===== src/rtl/imem_arbiter_if.sv =====
// imem_arbiter_if: bundles the fetch port, the load/store port and the
// memory-side strobe bus of the unified instruction/data memory arbiter.
// The slave modport is the arbiter's view; the master modport is the view
// of the surrounding pipeline and memory.
interface imem_arbiter_if #(
  parameter int ADDR_W = 6,
  parameter int DATA_W = 32
);
  // Instruction-fetch requester
  logic              i_req;
  logic [31:0]       i_addr;
  logic              i_ack;
  logic [DATA_W-1:0] i_rdata;
  logic              i_err;

  // Load/store requester
  logic              d_req;
  logic              d_we;
  logic [31:0]       d_addr;
  logic [DATA_W-1:0] d_wdata;
  logic              d_ack;
  logic [DATA_W-1:0] d_rdata;
  logic              d_err;

  // Single-port synchronous memory
  logic              mem_en;
  logic              mem_we;
  logic [ADDR_W-1:0] mem_addr;
  logic [DATA_W-1:0] mem_wdata;
  logic [DATA_W-1:0] mem_rdata;

  modport slave (
    input  i_req, i_addr, d_req, d_we, d_addr, d_wdata, mem_rdata,
    output i_ack, i_rdata, i_err, d_ack, d_rdata, d_err,
           mem_en, mem_we, mem_addr, mem_wdata
  );

  modport master (
    output i_req, i_addr, d_req, d_we, d_addr, d_wdata, mem_rdata,
    input  i_ack, i_rdata, i_err, d_ack, d_rdata, d_err,
           mem_en, mem_we, mem_addr, mem_wdata
  );
endinterface


===== src/rtl/imem_arbiter.sv =====
// imem_arbiter: shares one single-port synchronous word memory between the
// instruction-fetch port (I) and the load/store port (D). Every access runs
// through a fixed IDLE -> ISSUE -> WAIT -> DONE sequence, so an access that
// wins arbitration in cycle 0 strobes memory in cycle 1 and acks in cycle 3.
// D has priority; after MAX_STARVE consecutive D grants with I waiting, I is
// forced through. All outputs are registered.
//
// Optional build macro IMEM_ARB_ALIGN_CHECK_EN: when defined, a granted
// access whose byte address is not word aligned skips the memory and
// completes with err=1 and rdata=0 on the normal timeline. When undefined,
// the low two address bits are ignored and i_err/d_err stay 0.
module imem_arbiter #(
  parameter int ADDR_W     = 6,
  parameter int DATA_W     = 32,
  parameter int MAX_STARVE = 4
) (
  input  logic          clk,
  input  logic          reset,
  imem_arbiter_if.slave bus
);

  typedef enum logic [1:0] {S_IDLE, S_ISSUE, S_WAIT, S_DONE} state_t;
  typedef enum logic {WIN_I = 1'b0, WIN_D = 1'b1} win_t;

  localparam logic [3:0] STARVE_LIM = 4'(MAX_STARVE);

  // FSM state and access latch
  state_t            state_q, state_d;
  logic [3:0]        starve_q, starve_d;
  win_t              win_q, win_d;
  logic              we_q, we_d;
  logic              bad_q, bad_d;

  // Registered outputs
  logic              mem_en_q, mem_en_d;
  logic              mem_we_q, mem_we_d;
  logic [ADDR_W-1:0] mem_addr_q, mem_addr_d;
  logic [DATA_W-1:0] mem_wdata_q, mem_wdata_d;
  logic              i_ack_q, i_ack_d;
  logic              d_ack_q, d_ack_d;
  logic              i_err_q, i_err_d;
  logic              d_err_q, d_err_d;
  logic [DATA_W-1:0] i_rdata_q, i_rdata_d;
  logic [DATA_W-1:0] d_rdata_q, d_rdata_d;

  logic              i_bad, d_bad, d_wins;

  // Upper address bits fold onto the 2**ADDR_W words; they are dropped here.
  logic              unused_addr_bits;
  assign unused_addr_bits = ^{bus.i_addr[31:ADDR_W+2], bus.i_addr[1:0],
                              bus.d_addr[31:ADDR_W+2], bus.d_addr[1:0]};

`ifdef IMEM_ARB_ALIGN_CHECK_EN
  assign i_bad = |bus.i_addr[1:0];
  assign d_bad = |bus.d_addr[1:0];
`else
  assign i_bad = 1'b0;
  assign d_bad = 1'b0;
`endif

  // D wins unless only I is asking, or I has already waited MAX_STARVE grants.
  assign d_wins = bus.d_req && (!bus.i_req || (starve_q < STARVE_LIM));

  // Next-state, latch and output values for the four-phase access sequence.
  always_comb begin
    // NOTE: every variable gets a default before the case so no path leaves
    // it unassigned; otherwise synthesis infers a latch to hold the old value.
    state_d     = state_q;
    starve_d    = starve_q;
    win_d       = win_q;
    we_d        = we_q;
    bad_d       = bad_q;
    mem_en_d    = 1'b0;
    mem_we_d    = 1'b0;
    mem_addr_d  = '0;
    mem_wdata_d = '0;
    i_ack_d     = 1'b0;
    d_ack_d     = 1'b0;
    i_err_d     = 1'b0;
    d_err_d     = 1'b0;
    i_rdata_d   = i_rdata_q;
    d_rdata_d   = d_rdata_q;

    unique case (state_q)
      S_IDLE: begin
        if (bus.i_req || bus.d_req) begin
          state_d = S_ISSUE;
          if (d_wins) begin
            win_d       = WIN_D;
            we_d        = bus.d_we;
            bad_d       = d_bad;
            mem_en_d    = !d_bad;
            mem_we_d    = bus.d_we && !d_bad;
            mem_addr_d  = bus.d_addr[ADDR_W+1:2];
            mem_wdata_d = bus.d_we ? bus.d_wdata : '0;
            if (bus.i_req) starve_d = starve_q + 4'd1;
          end else begin
            win_d       = WIN_I;
            we_d        = 1'b0;
            bad_d       = i_bad;
            mem_en_d    = !i_bad;
            mem_addr_d  = bus.i_addr[ADDR_W+1:2];
            starve_d    = '0;
          end
        end
      end

      // mem_en is high during this cycle; the strobe was registered on entry.
      S_ISSUE: state_d = S_WAIT;

      // Memory data is valid now: capture it and arm the winner's ack.
      S_WAIT: begin
        state_d = S_DONE;
        if (win_q == WIN_I) begin
          i_ack_d   = 1'b1;
          i_err_d   = bad_q;
          i_rdata_d = bad_q ? '0 : bus.mem_rdata;
        end else begin
          d_ack_d = 1'b1;
          d_err_d = bad_q;
          if (bad_q)      d_rdata_d = '0;
          else if (!we_q) d_rdata_d = bus.mem_rdata;
        end
      end

      // Ack is visible this cycle; requests are not looked at until IDLE.
      S_DONE: state_d = S_IDLE;

      default: state_d = S_IDLE;
    endcase
  end

  // FSM state, starvation counter and the latched access attributes.
  always_ff @(posedge clk) begin
    // NOTE: clocked state uses non-blocking assignments so every register
    // samples the pre-edge values, independent of statement order.
    if (reset) begin
      state_q  <= S_IDLE;
      starve_q <= '0;
      win_q    <= WIN_I;
      we_q     <= 1'b0;
      bad_q    <= 1'b0;
    end else begin
      state_q  <= state_d;
      starve_q <= starve_d;
      win_q    <= win_d;
      we_q     <= we_d;
      bad_q    <= bad_d;
    end
  end

  // Output registers; reset also cancels any ack still in flight.
  always_ff @(posedge clk) begin
    if (reset) begin
      mem_en_q    <= 1'b0;
      mem_we_q    <= 1'b0;
      mem_addr_q  <= '0;
      mem_wdata_q <= '0;
      i_ack_q     <= 1'b0;
      d_ack_q     <= 1'b0;
      i_err_q     <= 1'b0;
      d_err_q     <= 1'b0;
      i_rdata_q   <= '0;
      d_rdata_q   <= '0;
    end else begin
      mem_en_q    <= mem_en_d;
      mem_we_q    <= mem_we_d;
      mem_addr_q  <= mem_addr_d;
      mem_wdata_q <= mem_wdata_d;
      i_ack_q     <= i_ack_d;
      d_ack_q     <= d_ack_d;
      i_err_q     <= i_err_d;
      d_err_q     <= d_err_d;
      i_rdata_q   <= i_rdata_d;
      d_rdata_q   <= d_rdata_d;
    end
  end

  assign bus.mem_en    = mem_en_q;
  assign bus.mem_we    = mem_we_q;
  assign bus.mem_addr  = mem_addr_q;
  assign bus.mem_wdata = mem_wdata_q;
  assign bus.i_ack     = i_ack_q;
  assign bus.d_ack     = d_ack_q;
  assign bus.i_err     = i_err_q;
  assign bus.d_err     = d_err_q;
  assign bus.i_rdata   = i_rdata_q;
  assign bus.d_rdata   = d_rdata_q;

endmodule


===== src/flat_wrapper.sv =====
// flat-port wrapper written by rule: the top's interface ports become plain ports
module imem_arbiter_flat 
#(
  parameter int ADDR_W     = 6,
  parameter int DATA_W     = 32,
  parameter int MAX_STARVE = 4
)
  (clk, reset, bus_i_req, bus_i_addr, bus_d_req, bus_d_we, bus_d_addr, bus_d_wdata, bus_mem_rdata, bus_i_ack, bus_i_rdata, bus_i_err, bus_d_ack, bus_d_rdata, bus_d_err, bus_mem_en, bus_mem_we, bus_mem_addr, bus_mem_wdata);
  imem_arbiter_if #(.ADDR_W(ADDR_W), .DATA_W(DATA_W)) bus_i ();
  input  logic clk;
  input  logic reset;
  input wire logic [$bits(bus_i.i_req)-1:0] bus_i_req;
  input wire logic [$bits(bus_i.i_addr)-1:0] bus_i_addr;
  input wire logic [$bits(bus_i.d_req)-1:0] bus_d_req;
  input wire logic [$bits(bus_i.d_we)-1:0] bus_d_we;
  input wire logic [$bits(bus_i.d_addr)-1:0] bus_d_addr;
  input wire logic [$bits(bus_i.d_wdata)-1:0] bus_d_wdata;
  input wire logic [$bits(bus_i.mem_rdata)-1:0] bus_mem_rdata;
  output wire logic [$bits(bus_i.i_ack)-1:0] bus_i_ack;
  output wire logic [$bits(bus_i.i_rdata)-1:0] bus_i_rdata;
  output wire logic [$bits(bus_i.i_err)-1:0] bus_i_err;
  output wire logic [$bits(bus_i.d_ack)-1:0] bus_d_ack;
  output wire logic [$bits(bus_i.d_rdata)-1:0] bus_d_rdata;
  output wire logic [$bits(bus_i.d_err)-1:0] bus_d_err;
  output wire logic [$bits(bus_i.mem_en)-1:0] bus_mem_en;
  output wire logic [$bits(bus_i.mem_we)-1:0] bus_mem_we;
  output wire logic [$bits(bus_i.mem_addr)-1:0] bus_mem_addr;
  output wire logic [$bits(bus_i.mem_wdata)-1:0] bus_mem_wdata;
  assign bus_i.i_req = bus_i_req;
  assign bus_i.i_addr = bus_i_addr;
  assign bus_i.d_req = bus_d_req;
  assign bus_i.d_we = bus_d_we;
  assign bus_i.d_addr = bus_d_addr;
  assign bus_i.d_wdata = bus_d_wdata;
  assign bus_i.mem_rdata = bus_mem_rdata;
  assign bus_i_ack = bus_i.i_ack;
  assign bus_i_rdata = bus_i.i_rdata;
  assign bus_i_err = bus_i.i_err;
  assign bus_d_ack = bus_i.d_ack;
  assign bus_d_rdata = bus_i.d_rdata;
  assign bus_d_err = bus_i.d_err;
  assign bus_mem_en = bus_i.mem_en;
  assign bus_mem_we = bus_i.mem_we;
  assign bus_mem_addr = bus_i.mem_addr;
  assign bus_mem_wdata = bus_i.mem_wdata;
  imem_arbiter #(.ADDR_W(ADDR_W), .DATA_W(DATA_W), .MAX_STARVE(MAX_STARVE)) u_core (.clk(clk), .reset(reset), .bus(bus_i));
endmodule

===== config.mk =====
export PLATFORM = sky130hd
export DESIGN_NAME = imem_arbiter_flat
export DESIGN_NICKNAME = d
export VERILOG_FILES = /design/src/rtl/imem_arbiter_if.sv /design/src/rtl/imem_arbiter.sv /design/src/flat_wrapper.sv
export SDC_FILE = /design/constraint.sdc
export NUM_CORES = 1
export LEC_CHECK = 0
export ABC_AREA = 1
export CORE_UTILIZATION = 38
export CTS_BUF_LIST = sky130_fd_sc_hd__clkbuf_2 sky130_fd_sc_hd__clkbuf_4 sky130_fd_sc_hd__clkbuf_8
export CTS_CLUSTER_SIZE = 24
export DETAILED_ROUTE_END_ITERATION = 8
export PLACE_DENSITY = 0.92
export SLEW_MARGIN = 40
export SYNTH_ARGS = -nofsm -noshare
export SYNTH_HDL_FRONTEND = slang
export SYNTH_SLANG_ARGS = --single-unit

===== constraint.sdc =====
create_clock -name clk -period 1.7 [get_ports clk]
set_input_delay 0.17 -clock clk [delete_from_list [all_inputs] [get_ports clk]]
set_output_delay 0.17 -clock clk [all_outputs]
set_load 0.01 [all_outputs]

### Word-level counts from Yosys, hierarchy flattened

Cells that the tools add are included.
Widths: inputs -> output; s select.

* bits in read-only memories: 0
* flip-flop bits (word level): 114
* bits in writable memories: 0
* output and inout bits: 108
* input port bits: 133
* memories kept: 0
* bits in latches: 0

* $lt $le $gt $ge: 1
* multiplexer cells: 11
* multipliers: 0
* $add $sub $neg: 1
* shifts and indexed selects: 0
* reductions and logical operators: 13
* divide/modulo/power cells: 0
* bitwise operators: 7
* equality and inequality tests: 5

Operators with widths (count)
* $mux 32: 1
* $mux 4: 2
* $pmux 2 s4: 1
* $not 1->1: 7
* $mux 6: 1
* $reduce_and 3->1: 2
* $mux 1: 5
* $reduce_or 5->1: 1
* $add 4x1->4 const B: 1
* $eq 2x2->1 const B: 2
* $lt 4x3->1 const B: 1
* $reduce_and 2->1: 2
* $reduce_or 2->1: 2
* $reduce_or 3->1: 1
* $eq 2x1->1 const B: 1
* $logic_not 2->1: 1
* $logic_or 1x1->1: 2
* $mux 2: 1
* $ne 2x1->1 const B: 1
* $ne 2x2->1 const B: 1
* $logic_and 1x1->1: 1
* $logic_not 1->1: 1

### Depth between registers and ports, before layout

* word-level depth: 5
* mapped depth: 8

### Least setup slack after synthesis

OpenSTA, ideal clock, no wires.

* path type: register -> register
* start: reg u_core.state_q[0]
* end: reg u_core.i_rdata_q[0], in the netlist u_core.bus.i_rdata[0]
* slack: 0.410 ns
* path buffers: 1
* stages on the path, launching flop included: 9
* setup time: 0.116 ns
* arrival time: 1.175 ns
* cell sequence: dfxtp_1 -> inv_1 -> ha_1 -> inv_1 -> nor2_1 -> inv_1 -> buf_2 -> nor2_1 -> nor2_1

* cells in the longest elaborated chain, start to end: 2

RTL lines
* from (decl): RTL line imem_arbiter.sv:28 `state_t state_q, state_d;`
* from (signal assigned): RTL line imem_arbiter.sv:144 `state_q <= state_d;`
* $eq 2x2->1: RTL line imem_arbiter.sv:84 `unique case (state_q)`
* $reduce_and 2->1 (no line)
* to (signal assigned): RTL line imem_arbiter.sv:174 `i_rdata_q <= i_rdata_d;`
* to (decl): RTL line imem_arbiter.sv:43 `logic [DATA_W-1:0] i_rdata_q, i_rdata_d;`

No other way between the ends.
A chain may end at the register's enable or synchronous reset.

### Worst setup path in the final report

* start: reg u_core.i_rdata_q[12], in the netlist u_core.bus.i_rdata[12]
* end: out bus_i_rdata[12]

RTL lines
* to (decl): RTL line flat_wrapper.sv:20 `output wire logic [$bits(bus_i.i_rdata)-1:0] bus_i_rdata;`

No word-level cell between the ends.

==> impl_metrics.ini <==
[floorplanning]
chipHeight_um = 103
die_x_um = 103
start_util = 0.393
row_count = 36
pin_count = 241
dieArea_um2 = 10600
coreArea_um2 = 9820

[min_path]
whs_endpoint = u_core.bus.mem_wdata[0]
hold_path_depth = 3
hp-start = bus_d_wdata[0]
hp-class = input pin to register

[clock_network]
cts.sinks = 114
cts_tree = built
htreeDepth = 4
worstSkewPairLatency_ns = 0.42
cts-root-buf = clkbuf_8
ctsLongestPathBuffers = 2
tritoncts.num_buffers = 17
cts_hold_repair.buffers = 0
path_clk_slew_ns = 0.07

[flow_run]
maxCapViolCount = 0

[worst_setup_path]
cp_top_family = buffers and inverters
reg2reg_to = u_core.bus.mem_wdata[25]
crit_type = register to output pin
cp_cell_sequence = clkdlybuf4s50_1
cp_num_buf_inv = 1
r2r_slack_ns = 0.22
reg2reg_depth = 6
reg2reg_from = u_core.state_q[0]
crit_fanout = 2
end_kind = output pin
cp-start-kind = register
crit_required_ns = 1.53
cp.arrival_ns = 1.36
cpMaxStageDelayCell = clkdlybuf4s50_1
slowest_delay_ns = 0.58

[placed_design]
numPortBuffers = 186
dp_hpwl_um = 8010
gp_congestion = 0.777
dp_slack_ns = 0.00611

[cells_and_area]
nets = 803
syn_to_final_growth_pct = 63.0
layout-drive-gt1-share = 0.0767
fill_cells = 813
diodes = 0

[logic_synthesis]
synth_area_leader_cell = dfxtp_1
netlist_top_cells_count = nor2_1, dfxtp_1, o21ai_0
avgSynthCellArea_um2 = 8.16
synth.distinct_cells = 23
synth_area_leaders = dfxtp_1, nor2_1, o21ai_0
synth_flop_cell = dfxtp_1
syn_inst = 473
seq_area_frac_synth = 0.592
synth-edff-count = 0
synth.most_common_cell = nor2_1
netlist.area_leader.share = 0.592
postSynth.asyncResetShare = 0
synth_area_um2 = 3860
yosysWarnings = 0
yosys_register_bits = 114

[status]
status = finished, final reports clean

[detailed_routing]
viasPerCell = 4.62
drt_iter0_drc = 111
drc = 0
num_vias = 3749
final_antenna_net_count = 0
firstDrtPassIters = 4
routed_wl_um = 11500
wire_per_inst_um = 14.2

[sta]
rsz0062_at_grt = no
fmax_mhz = 653
hold_viol_final = 0
fin_crit_ns = 1.53
finalCritPeriodShare = 0.901
finClkSkew_ns = 0.00911
setup_viol = 0
worst_slack_ns = 0.169
slew_viol_final = 0
setup-tns-final_ns = 0

[global_routing]
first_global_vias = 3566
antenna_found_initial = 0
grt_util_all_layers = 0.215
grt-ovfl-total = 0
grt_pass1_wl_um = 17000
grt_max_degree = 42

[pwr]
leakage_nw = 2.77
p_per_area_nw_per_um2 = 1290
vdd_ir_drop_max_uv = 722
[repair_timing]
item	in CTS	in global routing
endpoints found under the hold margin	0	0
setup endpoints to repair	0	8
setup buffers	0	0
resized for setup	0	1
[kinds of logic after synthesis]
group,count (synthesis),share of synthesized area
AOI/OAI and AO/OA,82,0.108
adders and majority gates,3,0.00973
buffers and inverters,72,0.0808
DFF,114,0.592
other,1,0.000972
and+or+nand+nor,201,0.209
[tightest hold or removal path, stage by stage]
cell             delay (ns)
clkdlybuf4s50_1        0.40
inv_1                  0.05
nor2_1                 0.03
[area by class of cell]
type | count | area [um^2] | area share
Inverter | 47 | 176 | 0.0281
Sequential cell | 114 | 2280 | 0.363
Timing Repair Buffer | 198 | 1990 | 0.316
Clock inverter | 6 | 80.1 | 0.0127
Clock buffer | 24 | 305 | 0.0486
Multi-Input combinational cell | 289 | 1290 | 0.205
Tap cell | 133 | 166 | 0.0265
[power breakdown]
group	switching, W	total [W]	internal [W]
Clock	0.00101	0.00247	0.00146
Sequential	0.000221	0.00335	0.00313
Combinational	0.00114	0.00229	0.00116
Total	0.00237	0.00811	0.00574
[flip-flops by register name, summed over array words and instances (netlist names)]
register and flops:
u_core.we_q 1, u_core.starve_q 4, u_core.bus.mem_wdata 32, u_core.bus.i_rdata 32, u_core.bus.mem_we 1, u_core.bus.d_ack 1
u_core.bus.mem_addr 6, u_core.bus.d_rdata 32, u_core.win_q 1, u_core.bus.i_ack 1, u_core.bus.mem_en 1, u_core.state_q 2
[cell usage in the layout (no fill, tap or decap)]
cell,netlist,layout
nor2_2,1,2
inv_1,46,46
nand3_1,5,5
clkbuf_8,0,20
a21boi_0,1,1
a21oi_1,10,10
nand2_1,15,15
nand3_4,1,2
clkinv_2,0,4
clkbuf_4,0,4
ha_1,3,3
nand2_2,2,2
o21ai_1,5,5
nor2_1,175,174
clkdlybuf4s50_1,0,186
buf_4,3,9
inv_2,1,1
nor2_8,1,1
o21ai_0,65,65
nand2_4,1,1
o21ai_2,1,1
dfxtp_1,114,114
conb_1,1,2
bufinv_16,0,2
buf_12,0,3
[through the flow]
| step | cell area (um^2) | total power [W] | cells | util | hold WS [ns] |
|---|---|---|---|---|---|
| CTS | 6270 | 0.00815 | 810 | 0.639 | 0.250 |
| finish | 6290 | 0.00811 | 811 | 0.640 | 0.270 |
| detailed placement | 5880 | 0.00566 | 780 | 0.599 | 0.437 |
| global route | 6290 | 0.00856 | 811 | 0.640 | 0.250 |
| floorplan | 3860 | 0.00435 | 474 | - | 0.282 |
| global placement | 5880 | 0.00556 | 780 | 0.599 | 0.435 |
[metal layers]
layer / wire, um / global-route usage / vias up
met1: 4580 / 0.235 / 1758
met4: 212 / 0.0964 / 0
met3: 725 / 0.0651 / 18
li1: - / - / 1844
met2: 6020 / 0.383 / 129
met5: 0 / 0 / -
[worst max-delay path by stage]
stage                                 from  slack, ns  cells past startpoint                        to
floorplan                u_core.state_q[0]       0.41                      8     u_core.bus.i_rdata[0]
global placement                 bus_d_req       0.09                      5  u_core.bus.mem_wdata[13]
detailed placement               bus_d_req      0.006                      5  u_core.bus.mem_wdata[14]
CTS                      u_core.state_q[0]       0.12                      6  u_core.bus.mem_wdata[14]
global route             u_core.state_q[0]       0.06                      6  u_core.bus.mem_wdata[28]
finish              u_core.bus.i_rdata[12]       0.17                      1           bus_i_rdata[12]
Power figures use the tool's default switching activity.
